$ cat src/rtl/uart_tx_queue_pkg.sv
// Shared UART transmit-queue constants: default geometry and drain FSM state encodings.
package uart_tx_queue_pkg;

  localparam int WDATA_DEFAULT = 8;
  localparam int DEPTH_DEFAULT = 16;

  typedef enum logic [1:0] {
    ST_IDLE  = 2'd0,
    ST_ISSUE = 2'd1,
    ST_HOLD  = 2'd2
  } state_t;

endpackage

$ cat src/rtl/uart_tx_queue_if.sv
// Host-side and transmitter-side signals of the buffered UART transmitter.
interface uart_tx_queue_if #(
  parameter int Wdata = 8,
  parameter int Depth = 16
);
  logic [Wdata-1:0]       wdata;
  logic                   we;
  logic                   ovf_clr;
  logic                   rdy;
  logic                   full;
  logic                   empty;
  logic [$clog2(Depth):0] count;
  logic                   ovf;
  logic [Wdata-1:0]       din;
  logic                   oe;

  modport master (
    output wdata, we, ovf_clr, rdy,
    input  full, empty, count, ovf, din, oe
  );

  modport slave (
    input  wdata, we, ovf_clr, rdy,
    output full, empty, count, ovf, din, oe
  );
endinterface

$ cat src/rtl/uart_tx_queue_sync_fifo.sv
// Circular-buffer FIFO with registered FULL/EMPTY/COUNT; writes at FULL are dropped.
module sync_fifo
  import uart_tx_queue_pkg::*;
#(
  parameter int Wdata = WDATA_DEFAULT,
  parameter int Depth = DEPTH_DEFAULT
) (
  input  logic                   i_clk,
  input  logic                   i_rst,
  input  logic [Wdata-1:0]       i_wdata,
  input  logic                   i_we,
  input  logic                   i_pop,
  output logic [Wdata-1:0]       o_rdata,
  output logic                   o_full,
  output logic                   o_empty,
  output logic [$clog2(Depth):0] o_count,
  output logic                   o_ovf_hit
);

  localparam int AW = $clog2(Depth);
  localparam logic [AW:0] CNT_FULL = (AW+1)'(Depth);

  logic [Wdata-1:0] r_mem [Depth];
  logic [AW-1:0]    r_wr;
  logic [AW-1:0]    r_rd;
  logic [AW:0]      r_count;
  logic             r_full;
  logic             r_empty;

  logic             w_wr;
  logic             w_rd;
  logic [AW:0]      w_count_nxt;

  // Acceptance uses the registered flags, so a pop cannot make room for a same-cycle write.
  assign w_wr = i_we & ~r_full;
  assign w_rd = i_pop & ~r_empty;

  always_comb begin
    w_count_nxt = r_count;
    case ({w_wr, w_rd})
      2'b10:   w_count_nxt = r_count + 1'b1;
      2'b01:   w_count_nxt = r_count - 1'b1;
      default: w_count_nxt = r_count;
    endcase
  end

  always_ff @(posedge i_clk) begin
    if (w_wr && !i_rst) begin
      r_mem[r_wr] <= i_wdata;
    end
  end

  always_ff @(posedge i_clk) begin
    if (i_rst) begin
      r_wr    <= '0;
      r_rd    <= '0;
      r_count <= '0;
      r_full  <= 1'b0;
      r_empty <= 1'b1;
    end else begin
      if (w_wr) r_wr <= r_wr + 1'b1;
      if (w_rd) r_rd <= r_rd + 1'b1;
      r_count <= w_count_nxt;
      r_full  <= (w_count_nxt == CNT_FULL);
      r_empty <= (w_count_nxt == '0);
    end
  end

  assign o_rdata   = r_mem[r_rd];
  assign o_full    = r_full;
  assign o_empty   = r_empty;
  assign o_count   = r_count;
  assign o_ovf_hit = i_we & r_full;

endmodule

$ cat src/rtl/uart_tx_queue.sv
// Buffered UART transmit front end: host queue plus a drain FSM that hands one
// character at a time to the transmitter, waiting for RDY to drop between loads.
module uart_tx_queue
  import uart_tx_queue_pkg::*;
#(
  parameter int Wdata = WDATA_DEFAULT,
  parameter int Depth = DEPTH_DEFAULT
) (
  input  logic      i_clk,
  input  logic      i_rst,
  uart_tx_queue_if.slave bus
);

  localparam int CW = $clog2(Depth) + 1;

  state_t           r_state;
  logic [Wdata-1:0] r_din;
  logic             r_oe;
  logic             r_ovf;

  logic [Wdata-1:0] w_rdata;
  logic             w_full;
  logic             w_empty;
  logic [CW-1:0]    w_count;
  logic             w_ovf_hit;
  logic             w_pop;

  assign w_pop = (r_state == ST_IDLE) & bus.rdy & ~w_empty;

  sync_fifo #(
    .Wdata (Wdata),
    .Depth (Depth)
  ) u_fifo (
    .i_clk     (i_clk),
    .i_rst     (i_rst),
    .i_wdata   (bus.wdata),
    .i_we      (bus.we),
    .i_pop     (w_pop),
    .o_rdata   (w_rdata),
    .o_full    (w_full),
    .o_empty   (w_empty),
    .o_count   (w_count),
    .o_ovf_hit (w_ovf_hit)
  );

  always_ff @(posedge i_clk) begin
    if (i_rst) begin
      r_state <= ST_IDLE;
      r_din   <= '0;
      r_oe    <= 1'b0;
      r_ovf   <= 1'b0;
    end else begin
      // A new overflow wins over a coincident clear.
      if (w_ovf_hit)        r_ovf <= 1'b1;
      else if (bus.ovf_clr) r_ovf <= 1'b0;

      case (r_state)
        ST_IDLE: begin
          r_oe <= 1'b0;
          if (w_pop) begin
            r_din   <= w_rdata;
            r_oe    <= 1'b1;
            r_state <= ST_ISSUE;
          end
        end
        ST_ISSUE: begin
          r_oe    <= 1'b0;
          r_state <= ST_HOLD;
        end
        ST_HOLD: begin
          r_oe <= 1'b0;
          if (!bus.rdy) r_state <= ST_IDLE;
        end
        default: begin
          r_oe    <= 1'b0;
          r_state <= ST_IDLE;
        end
      endcase
    end
  end

  assign bus.full  = w_full;
  assign bus.empty = w_empty;
  assign bus.count = w_count;
  assign bus.ovf   = r_ovf;
  assign bus.din   = r_din;
  assign bus.oe    = r_oe;

endmodule

$ cat src/flat_wrapper.sv
// flat-port wrapper written by rule: the top's interface ports become plain ports
module uart_tx_queue_flat import uart_tx_queue_pkg::*;
#(
  parameter int Wdata = WDATA_DEFAULT,
  parameter int Depth = DEPTH_DEFAULT
)
  (i_clk, i_rst, bus_wdata, bus_we, bus_ovf_clr, bus_rdy, bus_full, bus_empty, bus_count, bus_ovf, bus_din, bus_oe);
  uart_tx_queue_if #(.Wdata(Wdata), .Depth(Depth)) bus_i ();
  input  logic i_clk;
  input  logic i_rst;
  input wire logic [$bits(bus_i.wdata)-1:0] bus_wdata;
  input wire logic [$bits(bus_i.we)-1:0] bus_we;
  input wire logic [$bits(bus_i.ovf_clr)-1:0] bus_ovf_clr;
  input wire logic [$bits(bus_i.rdy)-1:0] bus_rdy;
  output wire logic [$bits(bus_i.full)-1:0] bus_full;
  output wire logic [$bits(bus_i.empty)-1:0] bus_empty;
  output wire logic [$bits(bus_i.count)-1:0] bus_count;
  output wire logic [$bits(bus_i.ovf)-1:0] bus_ovf;
  output wire logic [$bits(bus_i.din)-1:0] bus_din;
  output wire logic [$bits(bus_i.oe)-1:0] bus_oe;
  assign bus_i.wdata = bus_wdata;
  assign bus_i.we = bus_we;
  assign bus_i.ovf_clr = bus_ovf_clr;
  assign bus_i.rdy = bus_rdy;
  assign bus_full = bus_i.full;
  assign bus_empty = bus_i.empty;
  assign bus_count = bus_i.count;
  assign bus_ovf = bus_i.ovf;
  assign bus_din = bus_i.din;
  assign bus_oe = bus_i.oe;
  uart_tx_queue #(.Wdata(Wdata), .Depth(Depth)) u_core (.i_clk(i_clk), .i_rst(i_rst), .bus(bus_i));
endmodule
$ cat config.mk
export PLATFORM = sky130hd
export DESIGN_NAME = uart_tx_queue_flat
export DESIGN_NICKNAME = d
export VERILOG_FILES = /design/src/rtl/uart_tx_queue_pkg.sv /design/src/rtl/uart_tx_queue_if.sv /design/src/rtl/uart_tx_queue_sync_fifo.sv /design/src/rtl/uart_tx_queue.sv /design/src/flat_wrapper.sv
export SDC_FILE = /design/constraint.sdc
export NUM_CORES = 1
export LEC_CHECK = 0
export CORE_MARGIN = 2
export CORE_UTILIZATION = 24
export CTS_CLUSTER_SIZE = 16
export DETAILED_ROUTE_END_ITERATION = 10
export PLACE_DENSITY = 0.41
export REMOVE_ABC_BUFFERS = 1
export SLEW_MARGIN = 30
export SYNTH_ARGS = -nofsm -noshare
export SYNTH_HDL_FRONTEND = slang
export SYNTH_SLANG_ARGS = --single-unit
$ cat constraint.sdc
create_clock -name i_clk -period 8.47 [get_ports i_clk]
set_clock_uncertainty 0.1 [all_clocks]
set_input_delay 2.541 -clock i_clk [delete_from_list [all_inputs] [get_ports i_clk]]
set_output_delay 2.541 -clock i_clk [all_outputs]
set_load 0.005 [all_outputs]
==> results of run 1 <==
## power by group
group	leakage [nW]	internal, W	switching, W
sequential	1.37	0.000856	0.0000255
combinational	0.727	0.000143	0.000141
clock	0.273	0.000417	0.000331
## worst paths after layout
path                               end  depth (start not counted)         startpoint  slack [ns]
hold / removal          u_core.bus.ovf                          2     u_core.bus.ovf        0.39
setup / recovery  u_core.u_fifo.o_full                          9             bus_we        3.58
setup reg to reg  u_core.u_fifo.o_full                          8  u_core.r_state[1]        5.78
hold reg to reg         u_core.bus.ovf                          2     u_core.bus.ovf        0.39
## flip-flops by register name, indices dropped and copies added (netlist names), 2 cells and up
name	cells
u_core.bus.din	8
u_core.r_state	2
u_core.u_fifo.o_count	5
u_core.u_fifo.r_mem	128
u_core.u_fifo.r_rd	4
u_core.u_fifo.r_wr	4
## layout make-up
type / instances / area [µm²] / share of cell area (%)
Tap cell: 335 / 419.2 / 5.592
Multi-Input combinational cell: 159 / 1738 / 23.18
Inverter: 3 / 11.26 / 0.1502
Timing Repair Buffer: 38 / 357.8 / 4.774
Sequential cell: 155 / 4387 / 58.52
Clock buffer: 18 / 429.2 / 5.725
Clock inverter: 14 / 153.9 / 2.053
## synthesized netlist by cell type (5+ instances only)
library cell    n
a21oi_1         7
edfxtp_1      128
nor2_1         23
ha_1            9
mux4_1          6
o21bai_1        8
xor2_1          6
nand2_1        10
mux2i_1        20
dfxtp_1        27
a221oi_2        8
buf_2           5
mux4_2         26
## stage by stage
step	hold slack (ns)	power, W	area [µm²]	cells
after floorplan	0.3597	0.001069	6126	317
after global placement	0.3590	0.001189	6905	690
after detailed placement	0.3799	0.001189	6910	690
after CTS	0.3989	0.001943	7493	722
after global routing	0.4351	0.002001	7496	722
final	0.3918	0.001914	7496	722
## cell usage in the layout, fill, tap and decap left out, types with 2 or more instances in the layout
| cell | netlist | routed |
|---|---|---|
| nor3_1 | 4 | 4 |
| a221oi_2 | 8 | 8 |
| clkbuf_16 | 0 | 17 |
| nand3_1 | 2 | 2 |
| inv_1 | 3 | 3 |
| clkinvlp_4 | 0 | 4 |
| mux2i_1 | 20 | 20 |
| buf_4 | 4 | 9 |
| ha_1 | 9 | 9 |
| dfxtp_1 | 27 | 25 |
| edfxtp_1 | 128 | 128 |
| a21oi_1 | 7 | 7 |
| nand2b_1 | 4 | 4 |
| nand4_1 | 2 | 2 |
| o21bai_1 | 8 | 8 |
| nor2_2 | 0 | 2 |
| mux4_1 | 6 | 6 |
| nor3b_1 | 3 | 3 |
| inv_8 | 0 | 3 |
| xnor2_1 | 2 | 2 |
| a211oi_1 | 2 | 2 |
| nor2b_1 | 4 | 3 |
| nor2_1 | 23 | 21 |
| inv_6 | 0 | 5 |
| xor2_1 | 6 | 6 |
| mux4_2 | 26 | 26 |
| nand2_1 | 10 | 10 |
| dfxtp_2 | 0 | 2 |
| nor4b_1 | 3 | 3 |
| clkdlybuf4s50_1 | 0 | 29 |
## kinds of logic (layout without fill, tap and decap cells)
group	Yosys count	after routing	synth area share [%]
simple gates	59	59	4.974
buf+inv	22	73	2.377
compound gates	30	30	4.355
fa+ha+maj	10	10	2.118
xor+xnor	8	8	1.119
mux	52	52	15.06
flops	155	155	70.00
## per-layer routing
metal  wire (µm)  vias up  global-route usage (%)
met3         315        9                   2.597
li1            -     1427                       -
met5           0        -                       0
met1        6534     1596                   14.22
met4         171        0                   3.879
met2        6652       38                   17.30
## critical path, stage by stage
cell             delay [ns]
clkdlybuf4s50_1        0.47
nor2b_1                0.34
inv_1                  0.15
ha_1                   0.30
fa_1                   0.42
xor2_1                 0.17
nor4b_1                0.37
o211ai_1               0.13
a211oi_1               0.24
==> metrics.yaml, run 1 <==
outcome:
  status: "completed"
sta:
  rsz0062_at_grt: "false"
  tns_ns: 0
  fin_crit_ns: 4.887
  maxSlewHeadroom_pct: 36.41
  clock.fmax_mhz: 204.6
  setup_ws_ns: 3.583
  slew_violations: 0
  period_share_pct: 57.69
  setup_viol: 0
  tightest_slew_ns: 0.9503
  hold_viol: 0
power_and_ir_drop:
  ir_worst_vdd_v: 0.00008654
  power_density_nw_per_um2: 255.3
  p_leak_nw: 2.374
setup_path:
  crit_path_end_kind: "flop"
  cp.arrival_ns: 5.12
  cp-start-kind: "primary input"
  worst-path-max-fanout: 6
  required_ns: 8.70
  crit_type: "in2reg"
global_route:
  antenna_found_initial: 0
  grt_max_degree: 35
  grt_usage_pct: 10.78
  overflow: 0
  grt_pass1_vias: 3251
  grt_pass1_wl_mm: 20.74
routing:
  routed_via_density: 4.252
  avgRoutedWirePerCell_um: 18.94
  drt-total-wl_mm: 13.67
  vias: 3070
  final_antenna_net_count: 0
  drt_iter0_markers: 199
  firstDrtPassIters: 6
  drc: 0
placement:
  hpwlAfterDp_mm: 8.784
  io_buffers: 29
  post-place-ws_ns: 3.152
  gp_congestion: 0.7465
yosys:
  yosysWarnings: 0
  synth.top_cell.area_share_pct: 61.37
  ys_seq_area_share_pct: 70.00
  ys_seq_elements: 155
  syn_inst: 336
  syn_area_um2: 6264
  ys.flop_type: "edfxtp_1"
  synth_cell_type_count: 39
  synth_edf_count: 128
  synth_area_leaders: "edfxtp_1 (61%), mux4_2 (9.3%), dfxtp_1 (8.6%)"
  yosysTopAreaCell: "edfxtp_1"
  ys_async_sr_fraction_pct: 0
  avgSynthCellArea_um2: 18.64
flow_run:
  cap_violations: 0
clock_tree:
  cts_max_level: 4
  cts_setup_buffers: 0
  cts_tree: "built"
  hold_buffers: 0
  root_buffer: "clkbuf_16"
  clockBufferDepth: 2
  cts_made_buffers: 17
  cts_resized: 0
  clk_pin_slew_ns: 0.07
  clk_latency_ns: 0.42
  cts_sinks: 155
final_layout:
  fillerInstances: 2568
  nets: 397
  syn2layout_area_growth_pct: 19.68
  final_util_pct: 29.01
  diodes: 0
  drive_gt1_share_pct: 20.93
floorplan:
  pin_count: 30
  initial_core_util_pct: 24.24
  core-area_um2: 25840
  rows: 59
  design.die.area_um2: 27410
  die_y_um: 165.6
  die_x_um: 165.6
worst_hold_path:
  hold_class: "reg2reg"
No activity file was read; power rests on OpenSTA's default activity.
==> inputs of run 2 (changes only) <==
clock period = 4.8 ns   (was 8.47 ns; I/O delays follow)
==> run 2 against run 1 <==
Via count grew 2.3%. Sequential cell count unchanged. Combinational power grew 58%. Critical endpoint unchanged. Highest routed layer unchanged.
==> metrics.yaml, run 2 (synthesis gave the netlist of run 1 again) <==
outcome:
  status: "completed"  # unchanged
final_layout:
  final_cells: 737  # was 722
  final_common_cell: "edfxtp_1"  # unchanged
  final_cell_mix: "edfxtp_1 (128), clkdlybuf4s50_1 (29), mux4_2 (26), dfxtp_1 (25), buf_4 (24)"  # was edfxtp_1 (128), clkdlybuf4s50_1 (29), mux4_2 (26), dfxtp_1 (25), nor2_1 (21)
  diodes: 0  # unchanged
  largest_reg_flops: 128  # unchanged
  drive_gt1_share_pct: 22.89  # was 20.93%
  syn2layout_area_growth_pct: 21.21  # was 19.68%
  largest_register: "u_core.u_fifo.r_mem"  # unchanged
  nets: 412  # was 397
floorplan:
  die_y_um: 165.6  # unchanged
  initial_core_util_pct: 24.24  # unchanged
  design.die.area_um2: 27410  # unchanged
  pin_count: 30  # unchanged
  rows: 59  # unchanged
  die_x_um: 165.6  # unchanged
  core-area_um2: 25840  # unchanged
setup_path:
  cp-endpoint: "u_core.u_fifo.o_full"  # unchanged
  worst-path-max-fanout: 6  # unchanged
  crit_start: "bus_we"  # unchanged
  rrSetupSlack_ns: 2.19  # was 5.78 ns
  required_ns: 5.03  # was 8.70 ns
  cp.arrival_ns: 4.02  # was 5.12 ns
  r2r_end: "u_core.u_fifo.o_full"  # unchanged
  r2r_cells: 8  # unchanged
  crit_type: "in2reg"  # unchanged
  cp-start-kind: "primary input"  # unchanged
  crit_path_end_kind: "flop"  # unchanged
  worstReg2RegStart: "u_core.u_fifo.o_full"  # was u_core.r_state[1]
worst_hold_path:
  hold_class: "reg2reg"  # unchanged
  worstHoldStart: "u_core.bus.ovf"  # unchanged
  worstHoldPathCells: 2  # unchanged
clock_tree:
  hold_buffers: 0  # unchanged
  cts_resized: 0  # unchanged
  clockBufferDepth: 2  # unchanged
  cts_max_level: 4  # unchanged
  cts_sinks: 155  # unchanged
  cts_setup_buffers: 0  # unchanged
  cts_made_buffers: 17  # unchanged
  clk_pin_slew_ns: 0.06  # was 0.07 ns
  clk_latency_ns: 0.42  # about the same
  root_buffer: "clkbuf_16"  # unchanged
  cts_tree: "built"  # unchanged
sta:
  rsz0062_at_grt: "false"  # unchanged
  slew_violations: 0  # unchanged
  fin_crit_ns: 3.788
  setup_viol: 0  # unchanged
  period_share_pct: 78.92
  tns_ns: 0  # unchanged
  tightest_slew_ns: 0.7861  # was 0.9503 ns
  hold_ws_ns: 0.3827  # was 0.3918 ns
  clock.fmax_mhz: 264.0
  hold_viol: 0  # unchanged
  maxSlewHeadroom_pct: 47.19  # was 36.41%
routing:
  drc: 0  # unchanged
  routed_via_density: 4.261  # was 4.252
  drt-total-wl_mm: 13.57  # was 13.67 mm
  firstDrtPassIters: 5  # was 6
  avgRoutedWirePerCell_um: 18.41  # was 18.94 µm
  drt_iter0_markers: 162  # was 199
  vias: 3140  # was 3070
  final_antenna_net_count: 0  # unchanged
placement:
  hpwlAfterDp_mm: 8.919  # was 8.784 mm
  gp_congestion: 0.7568  # was 0.7465
  placed_cells: 705  # was 690
  io_buffers: 29  # unchanged
power_and_ir_drop:
  p_leak_nw: 2.458  # was 2.374 nW
  totalPowerFinal_w: 0.003341  # was 0.001914 W
  power_density_nw_per_um2: 440.0  # was 255.3 nW/µm²
  ir_worst_vdd_v: 0.0002450  # was 0.00008654 V
global_route:
  antenna_found_initial: 0  # unchanged
  grt_max_degree: 28  # was 35
  overflow: 0  # unchanged
  grt_pass1_wl_mm: 20.53  # was 20.74 mm
  grt_pass1_vias: 3299  # was 3251
  grt_usage_pct: 10.64  # was 10.78%
flow_run:
  cap_violations: 0  # unchanged
-- run 2: cell types whose count changed in the layout (fill, tap and decap cells not counted), sizes merged --
cell | previous run | this run
clkbuf | 18 | 20
clkinv | 1 | 6
clkinvlp | 4 | 2
inv | 11 | 6
buf | 9 | 24
-- run 2: how the worst min path moves through the flow --
stage | endpoint | slack [ns]
final | u_core.bus.ovf | 0.38
after floorplan | u_core.bus.ovf | 0.36
after detailed placement | u_core.bus.ovf | 0.38
after global routing | u_core.bus.ovf | 0.44
after CTS | u_core.bus.ovf | 0.39
after global placement | u_core.bus.ovf | 0.36
-- run 2: worst max-delay path, stage by stage --
cell and delay (ns):
clkdlybuf4s50_1 0.47, nor2b_1 0.32, inv_1 0.14, ha_1 0.29
fa_1 0.42, xor2_1 0.17, nor4b_1 0.39, o211ai_1 0.14
a211oi_1 0.24
-- run 2: layout make-up --
type                            instances  area [µm²]
Clock inverter                         12       115.1
Multi-Input combinational cell        159        1730
Inverter                                3       11.26
Clock buffer                           20       456.7
Tap cell                              335       419.2
Timing Repair Buffer                   53       470.5
Sequential cell                       155        4389
Fill cell                            2552       18250
-- run 2: power breakdown --
group	switching (W)	leakage, nW	total, W	internal (W)
Sequential	0.0000923	1.37	0.00160	0.00151
Clock	0.000542	0.275	0.00129	0.000746
Combinational	0.000196	0.808	0.000448	0.000252
-- run 2: stage by stage --
step	worst slack (ns)	util, %	area [µm²]
after floorplan	1.176	-	6126
after detailed placement	0.6007	27.17	7020
after CTS	1.017	29.39	7592
final	1.012	29.39	7592
after global routing	0.7065	29.39	7592
after global placement	0.6269	27.16	7018
-- run 2: per-layer routing --
layer,part of all wire [%],up-vias,track usage (%)
li1,-,1454,-
met1,46,1635,13.45
met2,50,35,17.60
met3,2.5,16,2.697
met4,1.6,0,3.997
met5,0,-,0
==> inputs of run 3 (changes only) <==
PLACE_DENSITY = 0.42   (was 0.41)
clock period = 3.2 ns   (was 4.8 ns; I/O delays follow)
==> run 3 against run 2 <==
Worst setup slack worse by 0.89 ns. Largest power group unchanged. Wire length is 0.72% higher. Die area stayed put.
==> metrics.yaml, run 3 (synthesis gave the netlist of run 1 again) <==
routing:
  final_antenna_net_count: 0  # unchanged
  vias: 3187  # was 3140
  avgRoutedWirePerCell_um: 18.32  # was 18.41 µm
  drc: 0  # unchanged
  routed_via_density: 4.272  # was 4.261
  firstDrtPassIters: 4  # was 5
  drt-total-wl_mm: 13.66  # was 13.57 mm
  drt_iter0_markers: 180  # was 162
sta:
  clock.fmax_mhz: 324.8
  maxSlewHeadroom_pct: 46.24  # was 47.19%
  period_share_pct: 96.22
  fin_crit_ns: 3.079
  rsz0062_at_grt: "false"  # unchanged
  setup_viol: 0  # unchanged
  hold_viol: 0  # unchanged
  slew_violations: 0  # unchanged
  tightest_slew_ns: 0.8064  # was 0.7861 ns
global_route:
  grt_pass1_wl_mm: 20.67  # was 20.53 mm
  grt_usage_pct: 10.72  # was 10.64%
  overflow: 0  # unchanged
  antenna_found_initial: 0  # unchanged
  grt_max_degree: 35  # was 28
  grt_pass1_vias: 3331  # was 3299
setup_path:
  cp-start-kind: "primary input"  # unchanged
  slowest_stage: "clkdlybuf4s50_1"  # unchanged
  path_cells: "clkdlybuf4s50_1 > nor2b_1 > inv_1 > ha_1 > fa_1 > xor2_1 > nor4b_2 > o211ai_1 > a211oi_1"  # was clkdlybuf4s50_1 > nor2b_1 > inv_1 > ha_1 > fa_1 > xor2_1 > nor4b_1 > o211ai_1 > a211oi_1
  crit_type: "in2reg"  # unchanged
  crit_path_end_kind: "flop"  # unchanged
  max_stage_delay_ns: 0.46  # was 0.47 ns
  required_ns: 3.43  # was 5.03 ns
  cp.arrival_ns: 3.31  # was 4.02 ns
  worst-path-max-fanout: 5  # was 6
outcome:
  status: "completed"  # unchanged
final_layout:
  largest_reg_flops: 128  # unchanged
  nets: 421  # was 412
  drive_gt1_share_pct: 24.82  # was 22.89%
  final_cell_mix: "edfxtp_1 (128), buf_4 (33), clkdlybuf4s50_1 (29), mux4_2 (26), dfxtp_1 (25)"  # was edfxtp_1 (128), clkdlybuf4s50_1 (29), mux4_2 (26), dfxtp_1 (25), buf_4 (24)
  syn2layout_area_growth_pct: 23.17  # was 21.21%
  postLayoutCellArea_um2: 7715  # was 7592 µm²
  diodes: 0  # unchanged
  final_common_cell: "edfxtp_1"  # unchanged
  largest_register: "u_core.u_fifo.r_mem"  # unchanged
  final_cells: 746  # was 737
  final_util_pct: 29.86  # was 29.39%
placement:
  placed_cells: 714  # was 705
  io_buffers: 29  # unchanged
  place_area_um2: 7086  # was 7020 µm²
  gp_congestion: 0.7369  # was 0.7568
  hpwlAfterDp_mm: 8.730  # was 8.919 mm
flow_run:
  cap_violations: 0  # unchanged
clock_tree:
  root_buffer: "clkbuf_16"  # unchanged
  cts_max_level: 4  # unchanged
  cts_sinks: 155  # unchanged
  clockBufferDepth: 2  # unchanged
  clk_latency_ns: 0.42  # about the same
  cts_setup_buffers: 0  # unchanged
  cts_tree: "built"  # unchanged
  cts_made_buffers: 17  # unchanged
  cts_resized: 0  # unchanged
  hold_buffers: 0  # unchanged
  clk_pin_slew_ns: 0.06  # about the same
power_and_ir_drop:
  ir_worst_vdd_v: 0.0004255  # was 0.0002450 V
  p_leak_nw: 2.526  # was 2.458 nW
  totalPowerFinal_w: 0.005246  # was 0.003341 W
  power_density_nw_per_um2: 680.0  # was 440.0 nW/µm²
floorplan:
  initial_core_util_pct: 24.24  # unchanged
  core-area_um2: 25840  # unchanged
  die_y_um: 165.6  # unchanged
  pin_count: 30  # unchanged
  design.die.area_um2: 27410  # unchanged
  rows: 59  # unchanged
  die_x_um: 165.6  # unchanged
worst_hold_path:
  hold_class: "reg2reg"  # unchanged
-- run 3: cell count changes in the layout (fill, tap and decap cells not counted), moves of 2 or more --
cell,before,now
buf_4,24,33
bufinv_16,1,4
clkinv_4,4,1
clkbuf_8,2,0
-- run 3: final timing paths --
kind                                         from                    to  slack [ns]  cells after the start
worst max-delay path                       bus_we  u_core.u_fifo.o_full        0.12                      9
worst min-delay path               u_core.bus.ovf        u_core.bus.ovf        0.38                      2
worst max register to register  u_core.r_state[1]  u_core.u_fifo.o_full        0.75                      6
worst min register to register     u_core.bus.ovf        u_core.bus.ovf        0.38                      2
-- run 3: cell type report --
cell class	count	area (µm²)
inverter	3	11.26
tap	335	419.2
sequential	155	4387
clock inverter	14	193.9
fill	2547	18120
timing repair buffer	62	538.0
clock buffer	18	429.2
multi-input combinational	159	1737
-- run 3: power breakdown --
part | internal (W) | total, W | switching [W]
logic | 0.000402 | 0.000734 | 0.000332
registers | 0.00227 | 0.00239 | 0.000122
clock network | 0.00131 | 0.00212 | 0.000814
total | 0.00398 | 0.00525 | 0.00127
-- run 3: metrics by stage --
step / setup TNS [ns] / setup WS [ns] / hold WS (ns)
6_report: 0 / 0.1210 / 0.3783
4_1_cts: 0 / 0.06696 / 0.3866
2_1_floorplan: 0 / 0.05582 / 0.3597
3_3_place_gp: -0.4319 / -0.2421 / 0.3576
5_1_grt: 0 / 0.009256 / 0.4000
3_5_place_dp: -0.7927 / -0.3538 / 0.3778
-- run 3: layer usage --
| metal | global-route usage, % | share of wire [%] |
|---|---|---|
| met1 | 13.13 | 45 |
| met2 | 18.31 | 51 |
| met3 | 2.772 | 2.6 |
| met5 | 0 | 0 |
| met4 | 3.762 | 1.4 |
-- run 3: worst max-delay path: cells and delay by family --
kind                     cells  cell delay (ns)
adder cells (fa/ha/maj)      2             0.70
AO/OA/AOI/OAI                2             0.39
XOR/XNOR                     1             0.18
AND/OR/NAND/NOR              2             0.53
buffers and inverters        2             0.55
